## src/rtl/seq_alu_if.sv

```systemverilog
// Handshake and data bundle between the EX-stage operand muxes and seq_alu.
//   in_valid/in_ready   : operand handshake (A, B, cntrl travel with it)
//   out_valid/out_ready : result handshake (result, NZVC flags travel with it)
//   master : operand producer / result consumer
//   slave  : the ALU
interface seq_alu_if #(
    parameter int unsigned WIDTH = 64
);
    logic             in_valid;
    logic             in_ready;
    logic [WIDTH-1:0] A;
    logic [WIDTH-1:0] B;
    logic [2:0]       cntrl;
    logic             out_valid;
    logic             out_ready;
    logic [WIDTH-1:0] result;
    logic             negative;
    logic             zero;
    logic             overflow;
    logic             carry_out;

    modport master (
        output in_valid, A, B, cntrl, out_ready,
        input  in_ready, out_valid, result, negative, zero, overflow, carry_out
    );

    modport slave (
        input  in_valid, A, B, cntrl, out_ready,
        output in_ready, out_valid, result, negative, zero, overflow, carry_out
    );
endinterface

```

## src/rtl/seq_alu.sv

```systemverilog
// Registered ALU with valid/ready handshakes, LSL and an iterative shift-add multiply.
//   clk   : rising-edge clock
//   reset : asynchronous, active-low
//   bus   : seq_alu_if.slave (operands/cntrl in, result and NZVC flags out)
// Single-cycle ops complete on the accept edge; MUL retires MUL_STEP multiplier
// bits per cycle and completes WIDTH/MUL_STEP edges after accept.
module seq_alu #(
    parameter int unsigned WIDTH    = 64,
    parameter int unsigned MUL_STEP = 1
) (
    input  logic      clk,
    input  logic      reset,
    seq_alu_if.slave  bus
);
    localparam int unsigned SHW   = $clog2(WIDTH);
    localparam int unsigned STEPS = WIDTH / MUL_STEP;
    localparam int unsigned CNT_W = (STEPS > 1) ? $clog2(STEPS) : 1;
    localparam int unsigned MSB   = WIDTH - 1;

    localparam logic [2:0] OP_PASS = 3'b000;
    localparam logic [2:0] OP_LSL  = 3'b001;
    localparam logic [2:0] OP_ADD  = 3'b010;
    localparam logic [2:0] OP_SUB  = 3'b011;
    localparam logic [2:0] OP_AND  = 3'b100;
    localparam logic [2:0] OP_OR   = 3'b101;
    localparam logic [2:0] OP_XOR  = 3'b110;
    localparam logic [2:0] OP_MUL  = 3'b111;

    typedef enum logic [1:0] {
        IDLE = 2'b00,
        MUL  = 2'b01,
        DONE = 2'b10
    } state_t;

    state_t           state;
    logic [WIDTH-1:0] mcand;
    logic [WIDTH-1:0] mplier;
    logic [WIDTH-1:0] acc;
    logic [CNT_W-1:0] cnt;
    logic             accept;

    logic [WIDTH-1:0] b_eff;
    logic [WIDTH:0]   sum;
    logic [WIDTH-1:0] alu_res;
    logic             alu_v;
    logic             alu_c;
    logic [WIDTH-1:0] part;
    logic [WIDTH-1:0] mul_next;

    // Ready depends on out_ready so a DONE result can hand over to a new op in the same edge.
    assign bus.in_ready  = (state == IDLE) | ((state == DONE) & bus.out_ready);
    assign bus.out_valid = (state == DONE);
    assign accept        = bus.in_valid & bus.in_ready;

    // Single-cycle datapath; SUB is A + ~B + 1 so carry means "no borrow".
    always_comb begin
        b_eff   = (bus.cntrl == OP_SUB) ? ~bus.B : bus.B;
        sum     = {1'b0, bus.A} + {1'b0, b_eff} + {{WIDTH{1'b0}}, (bus.cntrl == OP_SUB)};
        alu_res = '0;
        alu_v   = 1'b0;
        alu_c   = 1'b0;
        case (bus.cntrl)
            OP_PASS: alu_res = bus.B;
            OP_LSL:  alu_res = bus.A << bus.B[SHW-1:0];
            OP_ADD, OP_SUB: begin
                alu_res = sum[WIDTH-1:0];
                alu_c   = sum[WIDTH];
                alu_v   = (bus.A[MSB] == b_eff[MSB]) & (sum[MSB] != bus.A[MSB]);
            end
            OP_AND:  alu_res = bus.A & bus.B;
            OP_OR:   alu_res = bus.A | bus.B;
            OP_XOR:  alu_res = bus.A ^ bus.B;
            default: alu_res = '0;
        endcase
    end

    // Partial product for the MUL_STEP low multiplier bits of this iteration.
    always_comb begin
        part = '0;
        for (int i = 0; i < int'(MUL_STEP); i++) begin
            if (mplier[i]) begin
                part = part + (mcand << i);
            end
        end
        mul_next = acc + part;
    end

    // Control FSM and registered result/flags.
    always_ff @(posedge clk or negedge reset) begin
        if (!reset) begin
            state         <= IDLE;
            mcand         <= '0;
            mplier        <= '0;
            acc           <= '0;
            cnt           <= '0;
            bus.result    <= '0;
            bus.negative  <= 1'b0;
            bus.zero      <= 1'b0;
            bus.overflow  <= 1'b0;
            bus.carry_out <= 1'b0;
        end else if (accept) begin
            if (bus.cntrl == OP_MUL) begin
                state  <= MUL;
                mcand  <= bus.A;
                mplier <= bus.B;
                acc    <= '0;
                cnt    <= '0;
            end else begin
                state         <= DONE;
                bus.result    <= alu_res;
                bus.negative  <= alu_res[MSB];
                bus.zero      <= (alu_res == '0);
                bus.overflow  <= alu_v;
                bus.carry_out <= alu_c;
            end
        end else begin
            case (state)
                MUL: begin
                    acc    <= mul_next;
                    mcand  <= mcand << MUL_STEP;
                    mplier <= mplier >> MUL_STEP;
                    cnt    <= cnt + CNT_W'(1);
                    if (cnt == CNT_W'(STEPS - 1)) begin
                        state         <= DONE;
                        bus.result    <= mul_next;
                        bus.negative  <= mul_next[MSB];
                        bus.zero      <= (mul_next == '0);
                        bus.overflow  <= 1'b0;
                        bus.carry_out <= 1'b0;
                    end
                end
                DONE: begin
                    if (bus.out_ready) begin
                        state <= IDLE;
                    end
                end
                default: state <= IDLE;
            endcase
        end
    end
endmodule

```

## src/flat_wrapper.sv

```systemverilog
// flat-port wrapper written by rule: the top's interface ports become plain ports
module seq_alu_flat 
#(
    parameter int unsigned WIDTH    = 64,
    parameter int unsigned MUL_STEP = 1
)
  (clk, reset, bus_in_valid, bus_A, bus_B, bus_cntrl, bus_out_ready, bus_in_ready, bus_out_valid, bus_result, bus_negative, bus_zero, bus_overflow, bus_carry_out);
  seq_alu_if #(.WIDTH(WIDTH)) bus_i ();
  input  logic clk;
  input  logic reset;
  input wire logic [$bits(bus_i.in_valid)-1:0] bus_in_valid;
  input wire logic [$bits(bus_i.A)-1:0] bus_A;
  input wire logic [$bits(bus_i.B)-1:0] bus_B;
  input wire logic [$bits(bus_i.cntrl)-1:0] bus_cntrl;
  input wire logic [$bits(bus_i.out_ready)-1:0] bus_out_ready;
  output wire logic [$bits(bus_i.in_ready)-1:0] bus_in_ready;
  output wire logic [$bits(bus_i.out_valid)-1:0] bus_out_valid;
  output wire logic [$bits(bus_i.result)-1:0] bus_result;
  output wire logic [$bits(bus_i.negative)-1:0] bus_negative;
  output wire logic [$bits(bus_i.zero)-1:0] bus_zero;
  output wire logic [$bits(bus_i.overflow)-1:0] bus_overflow;
  output wire logic [$bits(bus_i.carry_out)-1:0] bus_carry_out;
  assign bus_i.in_valid = bus_in_valid;
  assign bus_i.A = bus_A;
  assign bus_i.B = bus_B;
  assign bus_i.cntrl = bus_cntrl;
  assign bus_i.out_ready = bus_out_ready;
  assign bus_in_ready = bus_i.in_ready;
  assign bus_out_valid = bus_i.out_valid;
  assign bus_result = bus_i.result;
  assign bus_negative = bus_i.negative;
  assign bus_zero = bus_i.zero;
  assign bus_overflow = bus_i.overflow;
  assign bus_carry_out = bus_i.carry_out;
  seq_alu #(.WIDTH(WIDTH), .MUL_STEP(MUL_STEP)) u_core (.clk(clk), .reset(reset), .bus(bus_i));
endmodule
```

## config.mk

```make
export PLATFORM = sky130hd
export DESIGN_NAME = seq_alu_flat
export DESIGN_NICKNAME = d
export VERILOG_FILES = /design/src/rtl/seq_alu_if.sv /design/src/rtl/seq_alu.sv /design/src/flat_wrapper.sv
export SDC_FILE = /design/constraint.sdc
export NUM_CORES = 1
export LEC_CHECK = 0
export BUFFER_PORTS_ARGS = -buffer_cell sky130_fd_sc_hd__buf_4
export CELL_PAD_IN_SITES_DETAIL_PLACEMENT = 1
export CELL_PAD_IN_SITES_GLOBAL_PLACEMENT = 1
export CORE_ASPECT_RATIO = 0.9
export CORE_MARGIN = 2
export CORE_UTILIZATION = 51
export DETAILED_ROUTE_END_ITERATION = 7
export HOLD_SLACK_MARGIN = 0.03
export PLACE_DENSITY = 0.92
export SLEW_MARGIN = 20
export SYNTH_ARGS = -nofsm -noshare
export SYNTH_HDL_FRONTEND = slang
export SYNTH_SLANG_ARGS = --single-unit
```

## constraint.sdc

```tcl
create_clock -name clk -period 7.06 [get_ports clk]
set_clock_uncertainty 0.15 [all_clocks]
set_input_delay 0.353 -clock clk [delete_from_list [all_inputs] [get_ports clk]]
set_output_delay 0.353 -clock clk [all_outputs]
set_load 0.02 [all_outputs]
```

Yosys cells after proc, flatten, opt, wreduce, memory -nomap -nowiden
Index checks and enable logic that the tools add are counted.
- flip-flop bits (word level): 268
- latch bits: 0
- bits in writable memories: 0
- bits in read-only memories: 0
- bits of input ports: 135
- output and inout port bits: 70
- logic and storage cells: 89
- memories: 0
- $add $sub $neg: 4
- multipliers: 0
- div/mod/pow operators: 0
- $lt $le $gt $ge: 0
- equality and inequality tests: 16
- shift operators: 1
- multiplexer cells: 40
- bitwise operators: 8
- reductions and logical operators: 10
- operators by type and width (operator ; count):
    2-to-1 mux 64 bit ; 15
    one-hot mux 64 bit (6 select lines) ; 1
    zero test 64 bit ; 2
    adder 64 x 64 -> 65 bit ; 1
    adder 65 x 1 -> 65 bit ; 1
    adder 64 bit ; 1
    AND 64 bit ; 1
    inverter 64 bit ; 1
    bitwise OR 64 bit ; 1
    << shifter 64 x 6 -> 64 bit ; 1
    bitwise XOR 64 bit ; 1
    2-to-1 mux 6 bit ; 3
    2-to-1 mux 1 bit ; 16
    == test 3 bit, second input constant ; 4
    2-to-1 mux 2 bit ; 4
    adder 6 x 1 -> 6 bit, second input constant ; 1
    == test 3 x 2 -> 1 bit, second input constant ; 2
    == test 6 bit, second input constant ; 1
    != test 2 bit, second input constant ; 2
    one-hot mux 2 bit (2 select lines) ; 1
    AND reduction 2 bit ; 2
    nonzero test 2 bit ; 2
    AND 1 bit ; 3
    == test 3 x 1 -> 1 bit, second input constant ; 1
    other kinds (11) ; 11

Logic depth before layout (Yosys ltp)
- word-level depth: 9
- gate-level depth with buffers: 21
- depth with buffers taken out: 16

Least setup slack after synthesis
No wires, ideal clock.
- kind: input to register
- start point: input bus_cntrl[1]
- end point: register u_core.bus.zero
- library setup time: 0.069 ns
- data arrival time: 4.618 ns
- data required time: 6.841 ns
- path slack: 2.223 ns
- stages: 20
- buffers on the path: 5
- cells stage by stage: clkbuf_1 > and3b_1 > buf_2 > clkbuf_1 > buf_1 > xnor2_1 > ha_1 > clkbuf_1 > nand2_1 > o211ai_1 > a21oi_1 > a2111oi_0 > nor2_1 > o31a_1 > xnor2_1 > a221oi_1 > nand2_1 > nor4_2 > nand4_1 > nand3_1
- word-level cells in the longest chain between the ends: 8
- elaborated cells on any way between the ends: 18
- classes of those cells: add/sub: 2; eq/ne: 8; mux: 4; reduce/logical: 4
- RTL lines (element ; RTL line ; text):
    from (decl) ; flat_wrapper.sv:14 ; input wire logic [$bits(bus_i.cntrl)-1:0] bus_cntrl;
    == test 3 x 2 -> 1 bit ; seq_alu.sv:57, seq_alu.sv:58, seq_alu.sv:62 ;
    2-to-1 mux 64 bit ; seq_alu.sv:57 ; b_eff = (bus.cntrl == OP_SUB) ? ~bus.B : bus.B;
    adder 64 x 64 -> 65 bit ; seq_alu.sv:58 ; sum = {1'b0, bus.A} + {1'b0, b_eff} + {{WIDTH{1'b0}}, (bus.cntrl == OP_SUB)};
    adder 65 x 1 -> 65 bit ; seq_alu.sv:58 ;
    one-hot mux 64 bit (6 select lines) ; seq_alu.sv:62 ; case (bus.cntrl)
    zero test 64 bit ; seq_alu.sv:112 ; bus.zero <= (alu_res == '0);
    2-to-1 mux 1 bit ; seq_alu.sv:102 ; if (bus.cntrl == OP_MUL) begin
    2-to-1 mux 1 bit ; seq_alu.sv:101 ; end else if (accept) begin
    to (signal assigned) ; seq_alu.sv:112 ;
    to (signal assigned) ; seq_alu.sv:127 ; bus.zero <= (mul_next == '0);
    to (decl) ; seq_alu_if.sv:29 ; output in_ready, out_valid, result, negative, zero, overflow, carry_out
Parallel ways exist; a longest one is shown, timed or not. The select of a mux whose other input is x is not followed.
A chain may end at the register's enable or synchronous reset.

Worst setup path in the final report
- start point: register u_core.mplier[0]
- end point: register u_core.bus.zero
- word-level cells in the longest chain between the ends: 6
- RTL lines (element ; RTL line ; text):
    from (decl) ; seq_alu.sv:37 ; logic [WIDTH-1:0] mplier;
    from (signal assigned) ; seq_alu.sv:105 ; mplier <= bus.B;
    from (signal assigned) ; seq_alu.sv:121 ; mplier <= mplier >> MUL_STEP;
    2-to-1 mux 64 bit ; seq_alu.sv:81 ; if (mplier[i]) begin
    adder 64 bit ; seq_alu.sv:85 ; mul_next = acc + part;
    zero test 64 bit ; seq_alu.sv:127 ;
    2-to-1 mux 1 bit ; seq_alu.sv:123 ; if (cnt == CNT_W'(STEPS - 1)) begin
    2-to-1 mux 1 bit ; seq_alu.sv:117 ; case (state)
    2-to-1 mux 1 bit ; seq_alu.sv:101 ;
No other way between the ends. The select of a mux whose other input is x is not followed.

==> metrics.md <==
| Metric | Value |
|---|---|
| WL final | `147000 um` |
| Final hold violation count | `0` |
| Actual slew at the worst max-slew pin | `1.29 ns` |
| Critical Path RT | `7.43 ns` |
| #FFs+latches synth | `267` |
| Vias per cell | `7.13` |
| CP top delay family | `simple AND/OR/NAND/NOR gates` |
| Met3 routed WL | `13700 um` |
| Setup Fix Bufs, Post-CTS | `0` |
| Dpl hpwl | `107000 um` |
| WL/cell | `31.0 um` |
| Min-Delay Path Class | `primary input to flip-flop` |
| Met2 routed WL | `64400 um` |
| Fill count | `7095` |
| Port Buffer Count | `204` |
| Slowest Stage Delay on Critical Path | `0.74 ns` |
| Post-synth top area cell | `dfrtp_1` |
| CTS tree | `built` |
| Grt ovf | `0` |
| Die Y | `236 um` |
| Pre-CTS setup slack | `1.14 ns` |
| Element type at the critical path end | `flip-flop` |
| FFs w/ async S/R, synth | `1.00` |
| Final net count | `4346` |
| Setup repair after global routing missed its margin | `false` |
| Final setup margin | `1.17 ns` |
| CP Buf/Inv Count | `0` |
| DRT met1 WL | `55700 um` |
| Maxcap violations | `0` |
| Setup TNS Final | `0 ns` |
| Pin count of the biggest net entering global routing | `104` |
| Clock sinks | `267` |
| Power per Cell Area | `290 mW/mm^2` |
| Top Layer Used | `met5` |
| Relative slew slack | `0.135` |
| Status | `complete, no violations` |
| Fin crit period | `5.89 ns` |
| Max H-tree Level | `2` |
| Syn Std Cell Area | `0.0304 mm^2` |
| Crit-path most repeated cell | `nand4_1` |
| DR iter-0 viols | `3894` |
| Util after Layout | `0.581` |
| Core Area | `0.0586 mm^2` |
| CP arrival | `6.26 ns` |
| Overall Power | `9.87 mW` |
| Num CTS Buffers | `34` |
| DR vias | `33800` |
| Std-Cell Rows | `84` |
| Vias in the first global route | `34300` |
| Top post-synthesis cells by count | `nand2_1, o21ai_0, ha_1` |
| Total placed cells including tap cells | `4617` |
| Die W | `261 um` |
| Count leader, synth | `nand2_1` |
| Detailed-route DRC error count | `0` |
| Fraction of layout instances using a drive strength above 1 | `0.119` |
| Synth top area cells | `dfrtp_1, ha_1, mux2i_1, nand2_1, o21ai_0` |
| Clock Path Buffers | `3` |
| Final worst-path cycle share | `0.834` |
| Layout Cells excl Fill | `4739` |
| Gr usage total | `0.464` |
| Top Ports | `205` |
| Leakage | `15.4 nW` |
| P&R area growth vs syn | `12.1%` |
| Clock Pin Slew Worst Setup and Hold Paths | `0.06 ns` |
| Storage element area | `0.00668 mm^2` |
| Syn avg cell area | `7.90 um^2` |
| EDFF count, synth | `0` |
| Worst-Skew Late Latency | `0.60 ns` |
| Yosys Warn Count | `0` |
| Initial antenna violation count | `4` |
| CP Max Fanout | `65` |
| Routability congestion estimate | `1.06` |
| Crit Path Category | `flip-flop to flip-flop` |
| First-pass GRT wire length | `217000 um` |
| Sequential area share after synthesis | `0.220` |
| F_max | `170 MHz` |
| Critical Path Start Type | `flip-flop` |
| CTS root buf | `clkbuf_16` |
| Cell variety after synth | `99` |
| Primary FF master, synth | `dfrtp_1` |
| CP max stage cell | `dfrtp_2` |
| Max-slew violations | `0` |
| VDD IR max | `0.236 mV` |
| Die area | `0.0616 mm^2` |
| Area of the multi-input gates | `0.0221 mm^2` |
| Syn Inst Count | `3850` |
| Top cell type's share of synthesized area | `0.220` |
| Syn_nets | `4258` |
| Final setup viols | `0` |
| Critical path cell sequence | `and2_1 > ha_1 > fa_1 > a21o_1 > a311o_1 > a21oi_2 > nand4_1 > a211o_1 > a211oi_1 > a311oi_2 > nor4bb_1 > nand4_1 > nor4_1 > nand4_1 > nand3_1` |
| Starting Density | `0.519` |
| 1st-pass router iterations | `6` |
| Antenna-violating nets left | `0` |
metrics by stage:
step,area (um^2),hold slack (ns)
final,34100,0.0104
after global routing,34100,0.0610
after CTS,34100,0.0317
after detailed placement,32300,0.312
after global placement,32300,0.303
after floorplan,30400,-0.0926
power by group:
group | switching [mW] | total [mW] | internal, mW
logic | 3.39 | 5.17 | 1.78
clock network | 0.825 | 1.93 | 1.11
registers | 0.562 | 2.77 | 2.21
worst paths after layout:
kind,startpoint,to,slack (ns),cells past startpoint
max,u_core.mplier[0],u_core.bus.zero,1.17,15
min,bus_B[13],u_core.mplier[13],0.01,3
max reg2reg,u_core.mplier[0],u_core.bus.zero,1.17,15
min reg2reg,u_core.bus.result[26],u_core.bus.result[26],0.33,2
max in group asynchronous,reset,u_core.bus.result[36],4.86,3
min in group asynchronous,reset,u_core.acc[56],0.24,2
logic make-up after synthesis:
family,count (synthesis),synth area share
xor+xnor,146,0.0420
flops,267,0.220
compound gates,1171,0.245
simple gates,1212,0.184
fa+ha+maj,273,0.113
buf+inv,437,0.0573
mux,344,0.140
registers in the layout, summed over array words and instances (netlist names):
signal,count
u_core.acc,64
u_core.bus.carry_out,1
u_core.bus.overflow,1
u_core.bus.result,64
u_core.bus.zero,1
u_core.cnt,6
u_core.mcand,64
u_core.mplier,64
u_core.state,2
tightest hold or removal path: stages:
cell and delay, ns:
buf_4 0.10, mux2i_1 0.07, o21ai_0 0.18
what timing repair did:
item | CTS | global route
hold buffers | 58 | 0
resized for setup | 0 | 0
endpoints found under the hold margin | 157 | 0
placed cells by master, fill, tap and decap left out, types with 12 or more instances in the layout:
| master | synthesis | layout |
|---|---|---|
| nand4_1 | 77 | 77 |
| nor4_1 | 24 | 24 |
| dfrtp_1 | 267 | 266 |
| a21oi_1 | 261 | 260 |
| a221oi_1 | 26 | 26 |
| a22oi_1 | 23 | 23 |
| o22ai_1 | 70 | 70 |
| nor3_1 | 58 | 56 |
| or3_1 | 20 | 20 |
| nand2b_1 | 15 | 13 |
| o221ai_1 | 18 | 18 |
| dlygate4sd3_1 | 0 | 58 |
| o21bai_1 | 20 | 20 |
| nand2_1 | 552 | 550 |
| mux2i_1 | 247 | 247 |
| inv_1 | 169 | 169 |
| buf_4 | 6 | 255 |
| and2_1 | 74 | 73 |
| a211oi_1 | 41 | 41 |
| ha_1 | 271 | 271 |
| nand3_1 | 57 | 57 |
| o22a_1 | 19 | 19 |
| o21ai_0 | 362 | 361 |
| xor2_1 | 38 | 38 |
| and4_1 | 15 | 15 |
| a211o_1 | 14 | 14 |
| o31ai_1 | 18 | 18 |
| nor2_1 | 237 | 235 |
| a21o_1 | 55 | 55 |
| o21a_1 | 38 | 38 |
| o211ai_1 | 50 | 50 |
| mux2_2 | 31 | 31 |
| a31oi_1 | 26 | 26 |
| and3_1 | 23 | 23 |
| xnor2_1 | 108 | 108 |
| a31o_2 | 12 | 12 |
| mux4_2 | 59 | 59 |
| clkbuf_16 | 0 | 34 |
metal layers:
layer / vias to the layer above / GRT usage
li1: 14300 / -
met1: 16800 / 0.571
met2: 2063 / 0.717
met3: 666 / 0.0935
met4: 4 / 0.345
met5: - / 0
cell type report:
type	count	share of cell area
multi-input combinational	3146	0.648
sequential	267	0.196
timing repair buffer	316	0.0744
clock buffer	51	0.0295
tap	774	0.0284
inverter	173	0.0190
clock inverter	11	0.00510
antenna	1	0.0000734
No activity file was read; power rests on OpenSTA's default activity.
